[src/rtl/switch_port_tx.sv]
// Egress transmitter: drains pointer/data FIFOs into a sof/dv/byte stream with IFG, length filter and counters.
// Latency: ptr read at t, first byte on dout at t+3; no backpressure, reads data FIFO blindly for len cycles.
module switch_port_tx #(
  parameter int IFG     = 12,
  parameter int MAX_LEN = 1518
) (
  input  logic        clk,
  input  logic        rstn,
  input  logic        tx_en,
  input  logic        ptr_fifo_empty,
  output logic        ptr_fifo_rd,
  input  logic [15:0] ptr_fifo_dout,
  output logic        data_fifo_rd,
  input  logic [7:0]  data_fifo_dout,
  output logic        sof,
  output logic        dv,
  output logic [7:0]  dout,
  output logic        busy,
  output logic [15:0] frame_cnt,
  output logic [15:0] err_cnt
);

  typedef enum logic [2:0] {S_IDLE, S_PTR, S_LEN, S_DATA, S_DISCARD, S_GAP} state_t;

  localparam logic [11:0] LP_MAX = 12'(MAX_LEN);
  localparam logic [11:0] LP_IFG = 12'(IFG);

  state_t      r_state;
  state_t      w_next;
  logic [11:0] r_cnt;
  logic        r_first;
  logic        r_dv;
  logic        r_sof;
  logic        r_last;
  logic [7:0]  r_hold;
  logic [15:0] r_frame_cnt;
  logic [15:0] r_err_cnt;

  logic [11:0] w_len;
  logic        w_len_zero;
  logic        w_len_big;
  logic        w_start;
  logic        w_last;
  logic        w_unused;

  assign w_len      = ptr_fifo_dout[11:0];
  assign w_len_zero = (w_len == 12'd0);
  assign w_len_big  = (w_len > LP_MAX);
  assign w_last     = (r_cnt == 12'd1);
  assign w_unused   = ^ptr_fifo_dout[15:12];
  // Gated by rstn so the read strobe is also low while reset is held.
  assign w_start    = (r_state == S_IDLE) && tx_en && !ptr_fifo_empty && rstn;

  always_ff @(posedge clk or negedge rstn) begin
    if (!rstn) r_state <= S_IDLE;
    else       r_state <= w_next;
  end

  always_comb begin
    w_next = r_state;
    case (r_state)
      S_IDLE:    if (w_start) w_next = S_PTR;
      S_PTR: begin
        if (w_len_zero)     w_next = S_IDLE;
        else if (w_len_big) w_next = S_DISCARD;
        else                w_next = S_DATA;
      end
      S_LEN:     w_next = S_IDLE;
      S_DATA:    if (w_last) w_next = (IFG == 0) ? S_IDLE : S_GAP;
      S_DISCARD: if (w_last) w_next = S_IDLE;
      S_GAP:     if (w_last) w_next = S_IDLE;
      default:   w_next = S_IDLE;
    endcase
  end

  always_comb begin
    ptr_fifo_rd  = w_start;
    data_fifo_rd = (r_state == S_DATA) || (r_state == S_DISCARD);
    busy         = (r_state != S_IDLE);
  end

  // r_cnt counts bytes left in DATA/DISCARD, then gap cycles left in GAP.
  always_ff @(posedge clk or negedge rstn) begin
    if (!rstn) begin
      r_cnt       <= 12'd0;
      r_first     <= 1'b0;
      r_dv        <= 1'b0;
      r_sof       <= 1'b0;
      r_last      <= 1'b0;
      r_hold      <= 8'd0;
      r_frame_cnt <= 16'd0;
      r_err_cnt   <= 16'd0;
    end else begin
      r_dv   <= (r_state == S_DATA);
      r_sof  <= (r_state == S_DATA) && r_first;
      r_last <= (r_state == S_DATA) && w_last;
      if (r_dv) r_hold <= data_fifo_dout;
      case (r_state)
        S_PTR: begin
          r_cnt   <= w_len;
          r_first <= 1'b1;
          if ((w_len_zero || w_len_big) && (r_err_cnt != 16'hFFFF))
            r_err_cnt <= r_err_cnt + 16'd1;
        end
        S_DATA: begin
          r_first <= 1'b0;
          r_cnt   <= w_last ? LP_IFG : (r_cnt - 12'd1);
        end
        S_DISCARD, S_GAP: r_cnt <= r_cnt - 12'd1;
        default: ;
      endcase
      if (r_last) r_frame_cnt <= r_frame_cnt + 16'd1;
    end
  end

  assign sof       = r_sof;
  assign dv        = r_dv;
  assign dout      = r_dv ? data_fifo_dout : r_hold;
  assign frame_cnt = r_frame_cnt;
  assign err_cnt   = r_err_cnt;

endmodule
[config.mk]
export PLATFORM = sky130hd
export DESIGN_NAME = switch_port_tx
export DESIGN_NICKNAME = d
export VERILOG_FILES = /design/src/rtl/switch_port_tx.sv
export SDC_FILE = /design/constraint.sdc
export NUM_CORES = 1
export LEC_CHECK = 0
export ABC_AREA = 1
export CAP_MARGIN = 10
export CORE_MARGIN = 2
export CORE_UTILIZATION = 47
export CTS_CLUSTER_DIAMETER = 80
export DETAILED_ROUTE_END_ITERATION = 6
export PLACE_DENSITY_LB_ADDON = 0.12
export SLEW_MARGIN = 20
export SYNTH_ARGS = -nofsm -noshare
export SYNTH_HDL_FRONTEND = slang
export SYNTH_SLANG_ARGS = --single-unit
[constraint.sdc]
create_clock -name clk -period 4.3 [get_ports clk]
set_input_delay 0.43 -clock clk [delete_from_list [all_inputs] [get_ports clk]]
set_output_delay 0.43 -clock clk [all_outputs]
set_load 0.03 [all_outputs]
==> results of run 1 <==
[per-stage QoR]
step	util	hold WS [ns]	std cells
2_1_floorplan	-	0.134	472
3_3_place_gp	0.592	0.479	633
3_5_place_dp	0.592	0.486	633
4_1_cts	0.619	0.303	649
5_1_grt	0.619	0.351	649
6_report	0.619	0.273	649
[state kept, by name (all words and copies together), names as in the netlist]
signal,cells
dv,1
r_last,1
r_first,1
sof,1
err_cnt,16
r_state,3
frame_cnt,16
r_hold,8
r_cnt,12
[final cells by class]
class                   count  area share
flip-flops and latches     59       0.327
inverters                  55      0.0463
repair buffers             69       0.151
clock inverters             7      0.0169
clock buffers               9      0.0274
multi-input cells         351       0.404
well taps                  99      0.0274
[synth_stat cells (all sizes together)]
cell type    n
xnor2       10
ha           4
inv         55
buf          5
nand3       39
nand2      146
and2         3
a21oi       12
dfrtp       59
nor3         7
clkbuf       2
nand4        8
mux2         9
nor3b        1
nor2        66
xor2        18
o21ai       24
nand3b       4
[worst max path at each step]
stage                   end  depth (start not counted)            from
6_report        ptr_fifo_rd                          4      r_state[1]
5_1_grt        data_fifo_rd                          5      r_state[0]
2_1_floorplan   ptr_fifo_rd                          3      r_state[1]
3_5_place_dp    ptr_fifo_rd                          4  ptr_fifo_empty
4_1_cts        data_fifo_rd                          5      r_state[0]
3_3_place_gp    ptr_fifo_rd                          4  ptr_fifo_empty
[cell families after synthesis]
kind of cell             share of synthesized area
buffers and inverters                       0.0751
flip-flops                                   0.414
AO/OA/AOI/OAI                               0.0516
adder cells (fa/ha/maj)                     0.0140
multiplexers                                0.0284
XOR/XNOR                                    0.0688
AND/OR/NAND/NOR                              0.348
[layer usage]
metal | routed length [um] | share of wire | track usage
met5 | 0 | 0 | 0
met4 | 116 | 0.014 | 0.0682
met3 | 286 | 0.035 | 0.0307
met2 | 3850 | 0.48 | 0.356
met1 | 3820 | 0.47 | 0.276
[where the power goes]
group	internal (uW)	total [uW]	switching (uW)
clock	270	512	242
sequential	695	808	113
combinational	406	1120	709
==> impl_table.tex, run 1 <==
\begin{tabular}{lr}
\hline
Metric & Value \\
\hline
\multicolumn{2}{l}{\textbf{Worst setup path}} \\
Critical path type & reg2out \\
Reg-to-reg critical path startpoint & err\_cnt[0] \\
Buffers \& Inverters on Critical Path & 2 \\
Cell Chain, Critical Path & inv\_1 > nand3\_1 > nor2\_1 > clkdlybuf4s50\_1 \\
Worst Reg-to-Reg Cells & 9 \\
Cell class contributing the biggest share of worst-path delay & buffers and inverters \\
Longest individual stage delay on the worst path & approximately 0.7 ns \\
Worst flop-to-flop path endpoint & err\_cnt[3] \\
Data required time of the critical path & approximately 3.9 ns \\
Critical path capture point type & output port \\
Highest net fanout along the worst path & 3 \\
Setup crit start kind & flop \\
Data arrival time of the critical path & between 1.5 and 2 ns \\
Slowest-stage cell, CP & sky130\_fd\_sc\_hd\_\_clkdlybuf4s50\_1 \\
Worst reg2reg setup slack & roughly 2.7 ns \\
\multicolumn{2}{l}{\textbf{Synthesis}} \\
Leading post-synthesis cells by cell area & sky130\_fd\_sc\_hd\_\_dfrtp\_1, sky130\_fd\_sc\_hd\_\_nand2\_1, sky130\_fd\_sc\_hd\_\_nor2\_1 \\
Net count after synthesis & around 500 \\
Number of warning messages in the yosys log & 0 \\
Instance count of the mapped netlist & between 400 and 500 \\
Portion of synthesized cell area occupied by the leading cell type & 0.414 \\
Fraction of the yosys area taken by sequential cells & 0.414 \\
Post-synth design cell area & 3570 sq um \\
Leading area contributor after synthesis & sky130\_fd\_sc\_hd\_\_dfrtp\_1 \\
Seq cells post-synth & 59 \\
Number of unique standard cell types used by synthesis & 32 \\
Post-Synthesis Mean Instance Area & between 7 and 8 sq um \\
\multicolumn{2}{l}{\textbf{Clocking}} \\
Number of H-tree levels & 3 \\
TritonCTS clock tree & done \\
Post-CTS setup repair buffer count & 0 \\
Count of instances resized after the clock tree is built & 0 \\
Number of buffers inserted by hold repair at cts & 0 \\
Clk buf depth & 2 \\
Total clock buffers created by CTS & 9 \\
Insertion delay of the later-clocked pin in the worst-skew pair & about 0.34 ns \\
Clock Pin Slew Worst Setup and Hold Paths & roughly 0.08 ns \\
Root Buffer Master & sky130\_fd\_sc\_hd\_\_clkbuf\_8 \\
Clk sinks & 59 \\
\multicolumn{2}{l}{\textbf{Floorplan}} \\
Core region area & approximately 7300 sq um \\
Die Outline Area & around 8300 sq um \\
Initial standard-cell utilization of the core & 0.489 \\
Number of I/O pins & 73 \\
Floorplan die height & $\sim$91 um \\
Number of standard-cell rows in the floorplan & 31 \\
Horizontal extent of the die & a little over 90 um \\
\multicolumn{2}{l}{\textbf{Job}} \\
Number of max-capacitance violations reported & 0 \\
\multicolumn{2}{l}{\textbf{Global routing}} \\
Number of global-route vias before repair & 3,141 \\
GRT Util Overall & 0.210 \\
Maximum number of pins on one net before global-route repair & 60 \\
Antenna violations before repair & 0 \\
Grt total ovfl & 0 \\
Global-route wire length before repair & 14,200 um \\
\multicolumn{2}{l}{\textbf{Pwr}} \\
Final total power & around 2400 uW \\
Max VDD drop & 333 uV \\
Total leakage power & approximately 0.0022 uW \\
Areal power density over the cells & approximately 540 nW/um\^{}2 \\
\multicolumn{2}{l}{\textbf{Place}} \\
Post-Place Worst Slack & 2.02 ns \\
Final GP Congestion & around 0.85 \\
Number of buffers inserted by port buffering & between 60 and 70 \\
Area post-placement & between 4000 and 5000 sq um \\
HPWL reported at the end of detailed placement & 6160 um \\
\multicolumn{2}{l}{\textbf{STA}} \\
Final Hold Violating Endpoints & 0 \\
Total setup violations reported at the end of the flow & 0 \\
Maximum operating frequency & about 430 MHz \\
Share of the cycle needed by the critical path after routing & 0.536 \\
Worst clock skew & between 0.01 and 0.015 ns \\
Setup TNS & 0 ns \\
Final setup margin & between 1.5 and 2 ns \\
Unrepaired setup endpoints after global routing & no \\
Worst-Margin Slew & between 0.7 and 0.8 ns \\
Count of pins over their slew limit & 0 \\
Relative slew slack & 0.508 \\
Post-layout min period & roughly 2.3 ns \\
\multicolumn{2}{l}{\textbf{Route}} \\
Total wirelength of the detailed-routed design & about 8100 um \\
DRC marker count from the first detailed-route iteration & between 150 and 200 \\
Total number of vias & around 3,200 \\
Drt via density & approximately 5 \\
Average wire length per cell after detail routing & 12.4 um \\
Routed Antenna Nets & 0 \\
Router iterations before antenna repair & 4 \\
Residual DRC count & 0 \\
\multicolumn{2}{l}{\textbf{Finish}} \\
Most frequent standard cell in the layout excluding fill and tap cells & sky130\_fd\_sc\_hd\_\_nand2\_1 \\
Area taken by multi-input logic gates & approximately 1800 sq um \\
Top library cells by usage in the layout, fill and taps aside & sky130\_fd\_sc\_hd\_\_nand2\_1, sky130\_fd\_sc\_hd\_\_clkdlybuf4s50\_1, sky130\_fd\_sc\_hd\_\_nor2\_1 \\
Final Net Count & about 580 \\
Sequential cell area & approximately 1500 sq um \\
Synthesis-to-finish area growth & 26.6\% \\
Filler cell count in the final layout & between 700 and 800 \\
Number of antenna diodes & 0 \\
Fraction of layout cells with a size suffix above 1 & 0.0945 \\
Post-route design area & roughly 4500 sq um \\
\multicolumn{2}{l}{\textbf{Status}} \\
Result of the run & finished, final reports clean \\
\multicolumn{2}{l}{\textbf{Worst hold path}} \\
Path type of the worst min-delay path & in2async \\
\hline
\end{tabular}
Note: power is estimated with default switching activity, not from simulation.
==> run 2: changes to the inputs <==
- clock period: 4.3 -> 1.89 ns (I/O delays scaled with it)
==> impl_table.tex, run 2 (same netlist as run 1, synthesis figures left out) <==
\begin{tabular}{lr}
\hline
Metric & Value \\
\hline
\multicolumn{2}{l}{\textbf{Worst setup path}} \\
Worst setup endpoint & data\_fifo\_rd \\
Most used cell, CP & sky130\_fd\_sc\_hd\_\_inv\_2 \\
Worst Reg-to-Reg Cells & 8 \\
Slowest-stage cell, CP & sky130\_fd\_sc\_hd\_\_dlygate4sd2\_1 \\
Worst reg2reg setup slack & around 0.23 ns \\
Worst setup path startpoint & r\_state[2] \\
Critical path capture point type & output port \\
Highest net fanout along the worst path & 4 \\
Worst flop-to-flop path endpoint & frame\_cnt[14] \\
Critical path type & reg2out \\
Reg-to-reg critical path startpoint & frame\_cnt[0] \\
Cell Chain, Critical Path & inv\_2 > nor2\_1 > inv\_2 > o21ai\_0 > dlygate4sd2\_1 \\
Setup crit start kind & flop \\
Longest individual stage delay on the worst path & between 0.4 and 0.5 ns \\
Data arrival time of the critical path & between 1.5 and 2 ns \\
Data required time of the critical path & 1.70 ns \\
\multicolumn{2}{l}{\textbf{Worst hold path}} \\
Path type of the worst min-delay path & in2async \\
\multicolumn{2}{l}{\textbf{Route}} \\
Total number of vias & 3,223 \\
Total wirelength of the detailed-routed design & between 8000 and 9000 um \\
Drt via density & just under 5 \\
Average wire length per cell after detail routing & approximately 12 um \\
Routed Antenna Nets & 0 \\
Router iterations before antenna repair & 4 \\
DRC marker count from the first detailed-route iteration & 215 \\
Residual DRC count & 0 \\
\multicolumn{2}{l}{\textbf{Job}} \\
Number of max-capacitance violations reported & 0 \\
\multicolumn{2}{l}{\textbf{Pwr}} \\
Total leakage power & $\sim$0.0022 uW \\
Final total power & around 5600 uW \\
Areal power density over the cells & 1230 nW/um\^{}2 \\
Fraction of power spent switching nets & 0.432 \\
Clock Power Share & 0.235 \\
Max VDD drop & between 700 and 800 uV \\
Switching power & $\sim$2400 uW \\
Proportion of power drawn by combinational gates & 0.438 \\
Internal power & between 3000 and 4000 uW \\
Sequential group share of total power & 0.328 \\
\multicolumn{2}{l}{\textbf{Finish}} \\
Final Net Count & 580 \\
Number of antenna diodes & 0 \\
Most frequent standard cell in the layout excluding fill and tap cells & sky130\_fd\_sc\_hd\_\_nand2\_1 \\
Filler cell count in the final layout & 694 \\
Synthesis-to-finish area growth & 28.0\% \\
Top library cells by usage in the layout, fill and taps aside & sky130\_fd\_sc\_hd\_\_nand2\_1, sky130\_fd\_sc\_hd\_\_nor2\_1, sky130\_fd\_sc\_hd\_\_dfrtp\_1 \\
Area taken by multi-input logic gates & approximately 1800 sq um \\
Filler-free cell count of the finished design & 652 \\
Fraction of layout cells with a size suffix above 1 & 0.103 \\
Sequential cell area & about 1500 sq um \\
\multicolumn{2}{l}{\textbf{Global routing}} \\
Met2 track demand over resource in global routing & 0.327 \\
Number of global-route vias before repair & between 3,000 and 4,000 \\
Met3 routing resource usage after global routing & 0.0349 \\
Antenna violations before repair & 0 \\
GRT Util Overall & 0.206 \\
Grt total ovfl & 0 \\
Maximum number of pins on one net before global-route repair & 60 \\
GR met1 Demand/Resource & 0.282 \\
Global-route wire length before repair & roughly 14,000 um \\
Busiest metal layer after global routing & met2 \\
\multicolumn{2}{l}{\textbf{Floorplan}} \\
Die Outline Area & approximately 8300 sq um \\
Horizontal extent of the die & 91.1 um \\
Number of standard-cell rows in the floorplan & 31 \\
Floorplan die height & 91.1 um \\
Initial standard-cell utilization of the core & 0.489 \\
Core region area & approximately 7300 sq um \\
Number of I/O pins & 73 \\
\multicolumn{2}{l}{\textbf{Clocking}} \\
Insertion delay of the later-clocked pin in the worst-skew pair & $\sim$0.35 ns \\
Number of buffers inserted by hold repair at cts & 0 \\
Clk buf depth & 2 \\
TritonCTS clock tree & done \\
Clk sinks & about 60 \\
Clock Pin Slew Worst Setup and Hold Paths & around 0.070 ns \\
Number of H-tree levels & 3 \\
Total clock buffers created by CTS & 9 \\
Root Buffer Master & sky130\_fd\_sc\_hd\_\_clkbuf\_8 \\
Post-CTS setup repair buffer count & 0 \\
\multicolumn{2}{l}{\textbf{STA}} \\
Maximum operating frequency & $\sim$560 MHz \\
Unrepaired setup endpoints after global routing & no \\
Relative slew slack & 0.504 \\
Final Hold Violating Endpoints & 0 \\
Count of pins over their slew limit & 0 \\
Worst clock skew & 0.00850 ns \\
Setup TNS & 0 ns \\
Worst-Margin Slew & 0.744 ns \\
Share of the cycle needed by the critical path after routing & 0.937 \\
Post-layout min period & 1.77 ns \\
Total setup violations reported at the end of the flow & 0 \\
\multicolumn{2}{l}{\textbf{Place}} \\
Final GP Congestion & between 0.8 and 0.9 \\
\# placed instances & 636 \\
Number of buffers inserted by port buffering & 68 \\
HPWL reported at the end of detailed placement & between 6000 and 7000 um \\
\multicolumn{2}{l}{\textbf{Status}} \\
Result of the run & finished, final reports clean \\
\hline
\end{tabular}
-- run 2: cell types whose count changed in the layout (fill, tap and decap cells not counted) --
| cell | previous run | this run |
|---|---|---|
| sky130_fd_sc_hd__buf_4 | 1 | 4 |
| sky130_fd_sc_hd__buf_12 | 0 | 1 |
| sky130_fd_sc_hd__clkinvlp_4 | 2 | 0 |
| sky130_fd_sc_hd__bufinv_16 | 1 | 2 |
| sky130_fd_sc_hd__dfrtp_2 | 0 | 1 |
| sky130_fd_sc_hd__dlygate4sd2_1 | 0 | 9 |
| sky130_fd_sc_hd__inv_6 | 1 | 2 |
| sky130_fd_sc_hd__clkdlybuf4s50_1 | 67 | 56 |
| sky130_fd_sc_hd__dlymetal6s2s_1 | 0 | 1 |
| sky130_fd_sc_hd__dfrtp_1 | 59 | 58 |
-- run 2: timing repair --
item,4_1_cts,5_1_grt
gates cloned,0,0
endpoints found under the setup margin,9,1
resized for setup,10,1
pin swaps,0,0
-- run 2: cell type report --
| type | instances | area share |
|---|---|---|
| clock inverter | 7 | 0.0219 |
| timing repair buffer | 72 | 0.155 |
| tap | 99 | 0.0271 |
| inverter | 55 | 0.0458 |
| multi-input combinational | 351 | 0.399 |
| clock buffer | 9 | 0.0271 |
| sequential | 59 | 0.324 |
-- run 2: critical path: cells and delay by family (launching register included) --
kind | cells | cell delay, ns
and+or+nand+nor | 1 | 0.11
AOI/OAI and AO/OA | 1 | 0.17
DFF | 1 | 0.40
buffers and inverters | 3 | 0.55
-- run 2: how the worst min path moves through the flow --
stage	startpoint	endpoint	slack (ns)	cells after the start
floorplan	rstn	dv	-0.11	0
global placement	rstn	r_hold[1]	0.43	2
detailed placement	rstn	r_hold[1]	0.43	2
CTS	rstn	r_hold[1]	0.06	2
global route	rstn	r_hold[1]	0.1	2
finish	rstn	r_hold[2]	0.03	2
-- run 2: routing by layer --
metal,share of wire,up-vias
met5,0,-
met4,0.015,0
met3,0.045,12
met2,0.46,69
met1,0.48,1498
li1,-,1644
-- run 2: stage by stage --
step                cell area [sq um]  setup slack [ns]  hold slack [ns]   util
finish                           4560             0.119           0.0269  0.626
detailed placement               4350             0.111            0.431  0.596
global route                     4560            0.0285           0.0996  0.626
CTS                              4560            0.0394           0.0570  0.625
floorplan                        3570             0.199           -0.107      -
global placement                 4350             0.140            0.431  0.596
-- run 2: power by group through the flow --
stage	combinational (uW)	sequential (uW)	clock (uW)
after floorplan	1810	1870	0
after global placement	2520	1850	0
after detailed placement	2570	1860	0
after CTS	2490	1840	1330
after global routing	2770	1880	1400
final	2460	1840	1320
